[config.mk]
export PLATFORM = sky130hd
export DESIGN_NAME = fade_sequencer
export DESIGN_NICKNAME = d
export VERILOG_FILES = /design/src/rtl/fade_pkg.sv /design/src/rtl/fade_channel.sv /design/src/rtl/fade_sequencer.sv
export SDC_FILE = /design/constraint.sdc
export NUM_CORES = 1
export LEC_CHECK = 0
export CAP_MARGIN = 20
export CORE_UTILIZATION = 51
export CTS_CLUSTER_SIZE = 16
export DETAILED_ROUTE_END_ITERATION = 8
export GPL_TIMING_DRIVEN = 0
export PLACE_DENSITY = 0.67
export REMOVE_ABC_BUFFERS = 1
export SETUP_SLACK_MARGIN = 0.5
export SYNTH_ARGS = -nofsm -noshare
export SYNTH_HDL_FRONTEND = slang
export SYNTH_SLANG_ARGS = --single-unit
[constraint.sdc]
create_clock -name clk -period 3.85 [get_ports clk]
set_input_delay 0.77 -clock clk [delete_from_list [all_inputs] [get_ports clk]]
set_output_delay 0.77 -clock clk [all_outputs]
set_load 0.005 [all_outputs]
[src/rtl/fade_pkg.sv]
// Shared types for the RGB keyframe fade sequencer.
// The sequencer states and a packed colour triple at the default duty width.
package fade_pkg;

    typedef enum logic [1:0] {
        IDLE,
        LOAD,
        RAMP,
        HOLD
    } fade_state_t;

    localparam int DEFAULT_PWM_INTERVAL = 1250;
    localparam int RGB_W = $clog2(DEFAULT_PWM_INTERVAL + 1);

    typedef struct packed {
        logic [RGB_W-1:0] r;
        logic [RGB_W-1:0] g;
        logic [RGB_W-1:0] b;
    } rgb_t;

endpackage

[src/rtl/fade_channel.sv]
// One colour channel: holds the current duty value and moves it toward a target
// by at most STEP_VAL per tick, landing exactly on the target without overshoot.
module fade_channel
    import fade_pkg::*;
#(
    parameter int VALUE_W  = RGB_W,
    parameter int STEP_VAL = 5
) (
    input  logic               clk,
    input  logic               rst_n,
    input  logic [VALUE_W-1:0] tgt,
    input  logic               tick,
    input  logic               hold_en,
    output logic [VALUE_W-1:0] value,
    output logic               at_target
);

    localparam logic [VALUE_W:0] STEP = (VALUE_W + 1)'(STEP_VAL);

    logic [VALUE_W:0] cur_x;
    logic [VALUE_W:0] tgt_x;
    logic [VALUE_W:0] diff;
    logic [VALUE_W:0] next_x;

    assign cur_x     = {1'b0, value};
    assign tgt_x     = {1'b0, tgt};
    assign at_target = (value == tgt);

    // One extra bit of headroom keeps the step arithmetic free of wraparound.
    always_comb begin
        diff   = '0;
        next_x = cur_x;
        if (tgt_x > cur_x) begin
            diff = tgt_x - cur_x;
        end else begin
            diff = cur_x - tgt_x;
        end
        if (diff <= STEP) begin
            next_x = tgt_x;
        end else if (tgt_x > cur_x) begin
            next_x = cur_x + STEP;
        end else begin
            next_x = cur_x - STEP;
        end
    end

    always_ff @(posedge clk or negedge rst_n) begin
        if (!rst_n) begin
            value <= '0;
        end else if (tick && !hold_en) begin
            value <= next_x[VALUE_W-1:0];
        end
    end

endmodule

[src/rtl/fade_sequencer.sv]
// Keyframe fade controller: ramps R/G/B duty values through a loadable table
// of colours, holding each one for a fixed number of ticks, optionally looping.
module fade_sequencer
    import fade_pkg::*;
#(
    parameter int PWM_INTERVAL     = 1250,
    parameter int INC_DEC_INTERVAL = 8000,
    parameter int STEP_VAL         = 5,
    parameter int NUM_FRAMES       = 8,
    parameter int HOLD_TICKS       = 250,
    parameter int VALUE_W          = $clog2(PWM_INTERVAL + 1)
) (
    input  logic                          clk,
    input  logic                          rst_n,
    input  logic                          wr_en,
    input  logic [$clog2(NUM_FRAMES)-1:0] wr_addr,
    input  logic [VALUE_W-1:0]            wr_r,
    input  logic [VALUE_W-1:0]            wr_g,
    input  logic [VALUE_W-1:0]            wr_b,
    input  logic [$clog2(NUM_FRAMES)-1:0] last_idx,
    input  logic                          loop,
    input  logic                          start,
    input  logic                          stop,
    output logic [VALUE_W-1:0]            R_value,
    output logic [VALUE_W-1:0]            G_value,
    output logic [VALUE_W-1:0]            B_value,
    output logic [$clog2(NUM_FRAMES)-1:0] frame_idx,
    output logic                          busy,
    output logic                          done
);

    localparam int IDX_W  = $clog2(NUM_FRAMES);
    localparam int PRE_W  = $clog2(INC_DEC_INTERVAL + 1);
    localparam int HOLD_W = $clog2(HOLD_TICKS + 1);

    logic [VALUE_W-1:0] tbl_r [NUM_FRAMES];
    logic [VALUE_W-1:0] tbl_g [NUM_FRAMES];
    logic [VALUE_W-1:0] tbl_b [NUM_FRAMES];
    logic [VALUE_W-1:0] tgt_r, tgt_g, tgt_b;

    fade_state_t        state, state_next;
    logic [IDX_W-1:0]   frame_next;
    logic [HOLD_W-1:0]  hold_cnt, hold_next;
    logic [PRE_W-1:0]   prescaler;
    logic               done_next;
    logic               presc_clr;
    logic               load_tgt;
    logic               tick;
    logic               at_r, at_g, at_b;
    logic               channels_hold;

    function automatic logic [VALUE_W-1:0] clamp_duty(input logic [VALUE_W-1:0] v);
        return (v > VALUE_W'(PWM_INTERVAL)) ? VALUE_W'(PWM_INTERVAL) : v;
    endfunction

    assign tick          = (prescaler == PRE_W'(INC_DEC_INTERVAL - 1));
    assign busy          = (state != IDLE);
    assign channels_hold = (state != RAMP) || stop;

    always_ff @(posedge clk or negedge rst_n) begin
        if (!rst_n) begin
            for (int i = 0; i < NUM_FRAMES; i++) begin
                tbl_r[i] <= '0;
                tbl_g[i] <= '0;
                tbl_b[i] <= '0;
            end
        end else if (wr_en) begin
            tbl_r[wr_addr] <= clamp_duty(wr_r);
            tbl_g[wr_addr] <= clamp_duty(wr_g);
            tbl_b[wr_addr] <= clamp_duty(wr_b);
        end
    end

    // Targets are captured once per frame so table rewrites never disturb a running ramp.
    always_ff @(posedge clk or negedge rst_n) begin
        if (!rst_n) begin
            tgt_r <= '0;
            tgt_g <= '0;
            tgt_b <= '0;
        end else if (load_tgt) begin
            tgt_r <= tbl_r[frame_idx];
            tgt_g <= tbl_g[frame_idx];
            tgt_b <= tbl_b[frame_idx];
        end
    end

    always_ff @(posedge clk or negedge rst_n) begin
        if (!rst_n) begin
            prescaler <= '0;
        end else if (presc_clr || tick) begin
            prescaler <= '0;
        end else begin
            prescaler <= prescaler + 1'b1;
        end
    end

    always_ff @(posedge clk or negedge rst_n) begin
        if (!rst_n) begin
            state     <= IDLE;
            frame_idx <= '0;
            hold_cnt  <= '0;
            done      <= 1'b0;
        end else begin
            state     <= state_next;
            frame_idx <= frame_next;
            hold_cnt  <= hold_next;
            done      <= done_next;
        end
    end

    always_comb begin
        state_next = state;
        frame_next = frame_idx;
        hold_next  = hold_cnt;
        done_next  = 1'b0;
        presc_clr  = 1'b0;
        load_tgt   = 1'b0;
        if (stop) begin
            state_next = IDLE;
        end else begin
            unique case (state)
                IDLE: begin
                    if (start) begin
                        state_next = LOAD;
                        frame_next = '0;
                        presc_clr  = 1'b1;
                    end
                end
                LOAD: begin
                    load_tgt   = 1'b1;
                    state_next = RAMP;
                end
                RAMP: begin
                    if (at_r && at_g && at_b) begin
                        state_next = HOLD;
                        hold_next  = '0;
                        presc_clr  = 1'b1;
                    end
                end
                HOLD: begin
                    // last_idx and loop are only looked at here, at the advance decision.
                    if (tick) begin
                        if (hold_cnt == HOLD_W'(HOLD_TICKS - 1)) begin
                            if (frame_idx < last_idx) begin
                                frame_next = frame_idx + 1'b1;
                                state_next = LOAD;
                            end else if (loop) begin
                                frame_next = '0;
                                state_next = LOAD;
                            end else begin
                                done_next  = 1'b1;
                                state_next = IDLE;
                            end
                        end else begin
                            hold_next = hold_cnt + 1'b1;
                        end
                    end
                end
                default: state_next = IDLE;
            endcase
        end
    end

    fade_channel #(.VALUE_W(VALUE_W), .STEP_VAL(STEP_VAL)) u_chan_r (
        .clk(clk), .rst_n(rst_n), .tgt(tgt_r), .tick(tick),
        .hold_en(channels_hold), .value(R_value), .at_target(at_r)
    );

    fade_channel #(.VALUE_W(VALUE_W), .STEP_VAL(STEP_VAL)) u_chan_g (
        .clk(clk), .rst_n(rst_n), .tgt(tgt_g), .tick(tick),
        .hold_en(channels_hold), .value(G_value), .at_target(at_g)
    );

    fade_channel #(.VALUE_W(VALUE_W), .STEP_VAL(STEP_VAL)) u_chan_b (
        .clk(clk), .rst_n(rst_n), .tgt(tgt_b), .tick(tick),
        .hold_en(channels_hold), .value(B_value), .at_target(at_b)
    );

endmodule

==> results.sh <==
export IMPL_required_ps=4230
export IMPL_finalSetupTns_ps=0
export IMPL_h_tree_depth=2
export IMPL_synth_flop_cell="dfrtp_1"
export IMPL_criticalPathCategory="flip-flop to flip-flop"
export IMPL_critPathMaxStageDelay_ps=430
export IMPL_drc=0
export IMPL_whs_ps=302
export IMPL_finClkSkew_ps=12.1
export IMPL_layout_common_cells="357 x nand2_1, 325 x dfrtp_1, 309 x o21ai_0"
export IMPL_arrival_ps=4150
export IMPL_drt_total_wl_mm=51.2
export IMPL_rrSetupSlack_ps=80
export IMPL_p_leak_nw=10.7
export IMPL_route_antenna_remaining_nets=0
export IMPL_grt_pass1_wl_mm=82.1
export IMPL_wl_per_cell_um=18.5
export IMPL_clk_latency_ps=520
export IMPL_layout_drive_gt1_share_pct=22.1
export IMPL_die_x_um=201
export IMPL_finalHoldViolCount=0
export IMPL_layout_commonest_cell="nand2_1"
export IMPL_r2r_end="u_chan_b.value[9]$_DFFE_PN0P_"
export IMPL_drtIter0Drc=1156
export IMPL_dp_cells=2579
export IMPL_grt_use_total_pct=25.0
export IMPL_critPathCapture="u_chan_b.value[9]$_DFFE_PN0P_"
export IMPL_yosysTopAreaCellShare_pct=44.0
export IMPL_path_max_fanout=4
export IMPL_io_pins=83
export IMPL_drt_vias_per_instance=5.78
export IMPL_rsz0062_at_grt="true"
export IMPL_maxSlewViolCount=0
export IMPL_cp_common_cell="a21oi_2"
export IMPL_clk_pin_slew_worst_paths_ps=60
export IMPL_fin_crit_sh_pct=97.9
export IMPL_yosys_warnings=0
export IMPL_path_cells="inv_2 -> ha_4 -> inv_2 -> fa_2 -> a211oi_4 -> o211ai_1 -> nand4bb_1 -> nand2_4 -> clkinvlp_4 -> buf_6 -> buf_6 -> ha_4 -> a21o_1 -> a21oi_2 -> o21ai_2 -> a21oi_2 -> o21ai_2 -> a21o_1 -> a21oi_2 -> xnor2_1 -> mux2i_1 -> a21oi_1"
export IMPL_startpoint_type="flip-flop"
export IMPL_cts_root_buf="clkbuf_16"
export IMPL_cts_buffers=37
export IMPL_grt_ovfl_total=0
export IMPL_crit_start="tgt_b[0]$_DFFE_PN0P_"
export IMPL_slew_headroom_pct=35.2
export IMPL_critPathSlowestCell="dfrtp_1"
export IMPL_worst_pin_slew_ps=972
export IMPL_die_area_um2=40600
export IMPL_synth_edf_count=0
export IMPL_drt_pass1_iter_count=7
export IMPL_syn_to_final_growth_pct=22.9
export IMPL_cap_violations=0
export IMPL_grt_pass1_vias=15800
export IMPL_die_h_um=201
export IMPL_clockBufferDepth=3
export IMPL_reg2reg_from="tgt_b[0]$_DFFE_PN0P_"
export IMPL_hold_buffers=0
export IMPL_syn_avg_cell_area_um2=9.77
export IMPL_gp_congestion=0.877
export IMPL_synthTopCellsByArea="dfrtp_1 44%, o21ai_0 8.2%, mux4_2 7.6%, nand2_1 6.7%, ha_1 6.4%"
export IMPL_hold_class="primary input to async pin"
export IMPL_antenna_cells=0
export IMPL_synth_seq_cells=357
export IMPL_min_period_ps=3770
export IMPL_fmax_mhz=265
export IMPL_antenna_found_initial=0
export IMPL_initial_core_util_pct=52.1
export IMPL_async_flop_share_pct=100
export IMPL_port_buffers=82
export IMPL_syn_area_um2=20300
export IMPL_tritoncts="done"
export IMPL_via_count=16000
export IMPL_fin_cells=2770
export IMPL_coreArea_um2=38900
export IMPL_endpoint_kind="flip-flop"
export IMPL_cts_sinks=357
export IMPL_synth_cells=2076
export IMPL_rows=72
export IMPL_ys_types=88
export IMPL_status="finished clean"
export IMPL_p_per_area_nw_per_um2=653
export IMPL_worstRegToRegCells=22
export IMPL_hpwl_mm=31.5
export IMPL_final_nets=2384
export IMPL_grt_max_degree=131
export IMPL_synth_largest_area_cell="dfrtp_1"
export IMPL_ir_drop_mv=0.280
export IMPL_synth_seq_area_share_pct=44.0
export IMPL_setup_viol=0
registers in the layout, summed over array words and instances (netlist names), 11 cells and up:
register,cells
prescaler,13
tbl_b,88
tbl_g,88
tbl_r,88
tgt_b,11
tgt_g,11
tgt_r,11
u_chan_b.value,11
u_chan_g.value,11
u_chan_r.value,11
through the flow:
| stage | utilization [%] | power (W) | setup WS, ps | area, µm² |
|---|---|---|---|---|
| finish | 64.0 | 0.0163 | 82.4 | 24900 |
| global route | 64.0 | 0.0172 | -84.0 | 24900 |
| CTS | 62.6 | 0.0156 | 68.6 | 24400 |
| detailed placement | 55.6 | 0.0106 | -936 | 21600 |
| global placement | 54.6 | 0.0104 | -12840 | 21300 |
| floorplan | - | 0.00926 | -231 | 19800 |
routing by layer:
layer  routed length, µm  vias to the layer above  track usage (%)
li1                    -                     7605                -
met3                2510                       82             2.95
met5                   0                        -                0
met2               23900                      427             39.7
met1               23800                     7908             36.3
met4                 990                        0             6.47
critical path: cells and delay by family, from the launching register on:
family	cells	cell delay, ps
AOI/OAI and AO/OA	10	1550
xor gates and xnor gates	1	80
adders and majority gates	3	680
buffers and inverters	5	430
DFF	1	430
muxes	1	120
and+or+nand+nor	2	310
final cells by class:
cell class / instances / area (µm²)
Clock buffer: 56 / 1080
Clock inverter: 9 / 103
Fill cell: 3032 / 14000
Inverter: 109 / 433
Multi-Input combinational cell: 1496 / 11400
Sequential cell: 357 / 8980
Tap cell: 518 / 648
Timing Repair Buffer: 225 / 2240
worst min path at each step:
stage | to | slack, ps | cells after the start
after global routing | tbl_r[49]$_DFFE_PN0P_ | 340 | 1
after floorplan | tbl_b[11]$_DFFE_PN0P_ | 440 | 2
final | tbl_r[49]$_DFFE_PN0P_ | 300 | 1
after CTS | tbl_r[82]$_DFFE_PN0P_ | 320 | 1
after detailed placement | tbl_g[62]$_DFFE_PN0P_ | 470 | 2
after global placement | tbl_g[84]$_DFFE_PN0P_ | 460 | 2
what timing repair did:
item	4_1_cts	5_1_grt
cloned	2	0
resized for setup	202	67
pin swaps	74	71
setup buffers	90	33
setup endpoints to repair	55	37
synth_stat cells (8+ instances only):
| cell type | n |
|---|---|
| a211oi_1 | 8 |
| a21boi_0 | 8 |
| a21o_1 | 22 |
| a21oi_1 | 60 |
| a31oi_1 | 8 |
| and3_1 | 13 |
| buf_1 | 8 |
| buf_2 | 14 |
| clkbuf_1 | 85 |
| dfrtp_1 | 357 |
| fa_1 | 9 |
| ha_1 | 104 |
| inv_1 | 109 |
| mux2_2 | 26 |
| mux2i_1 | 67 |
| mux4_2 | 68 |
| nand2_1 | 364 |
| nand2b_1 | 20 |
| nand3_1 | 30 |
| nand4_1 | 11 |
| nor2_1 | 96 |
| nor2b_1 | 17 |
| nor3_1 | 14 |
| o211ai_1 | 11 |
| o21a_1 | 8 |
| o21ai_0 | 334 |
| o21ai_1 | 16 |
| o31ai_1 | 8 |
| xnor2_1 | 26 |
| xor2_1 | 28 |
where the power goes:
part	leakage [nW]	switching [W]	internal [W]	total, W
clock network	0.581	0.00143	0.00207	0.00350
registers	4.53	0.000635	0.00446	0.00510
logic	5.58	0.00383	0.00383	0.00766
cell families (layout without fill, tap and decap cells):
family                     count (synthesis)  count (layout)  synth area share (%)
adders and majority gates                113             113                  7.30
AOI/OAI and AO/OA                        556             557                  16.3
xor gates and xnor gates                  54              54                  2.33
DFF                                      357             357                  44.0
buffers and inverters                    224             399                  4.45
muxes                                    162             162                  12.4
and+or+nand+nor                          610             610                  13.2
Power figures use the tool's default switching activity.
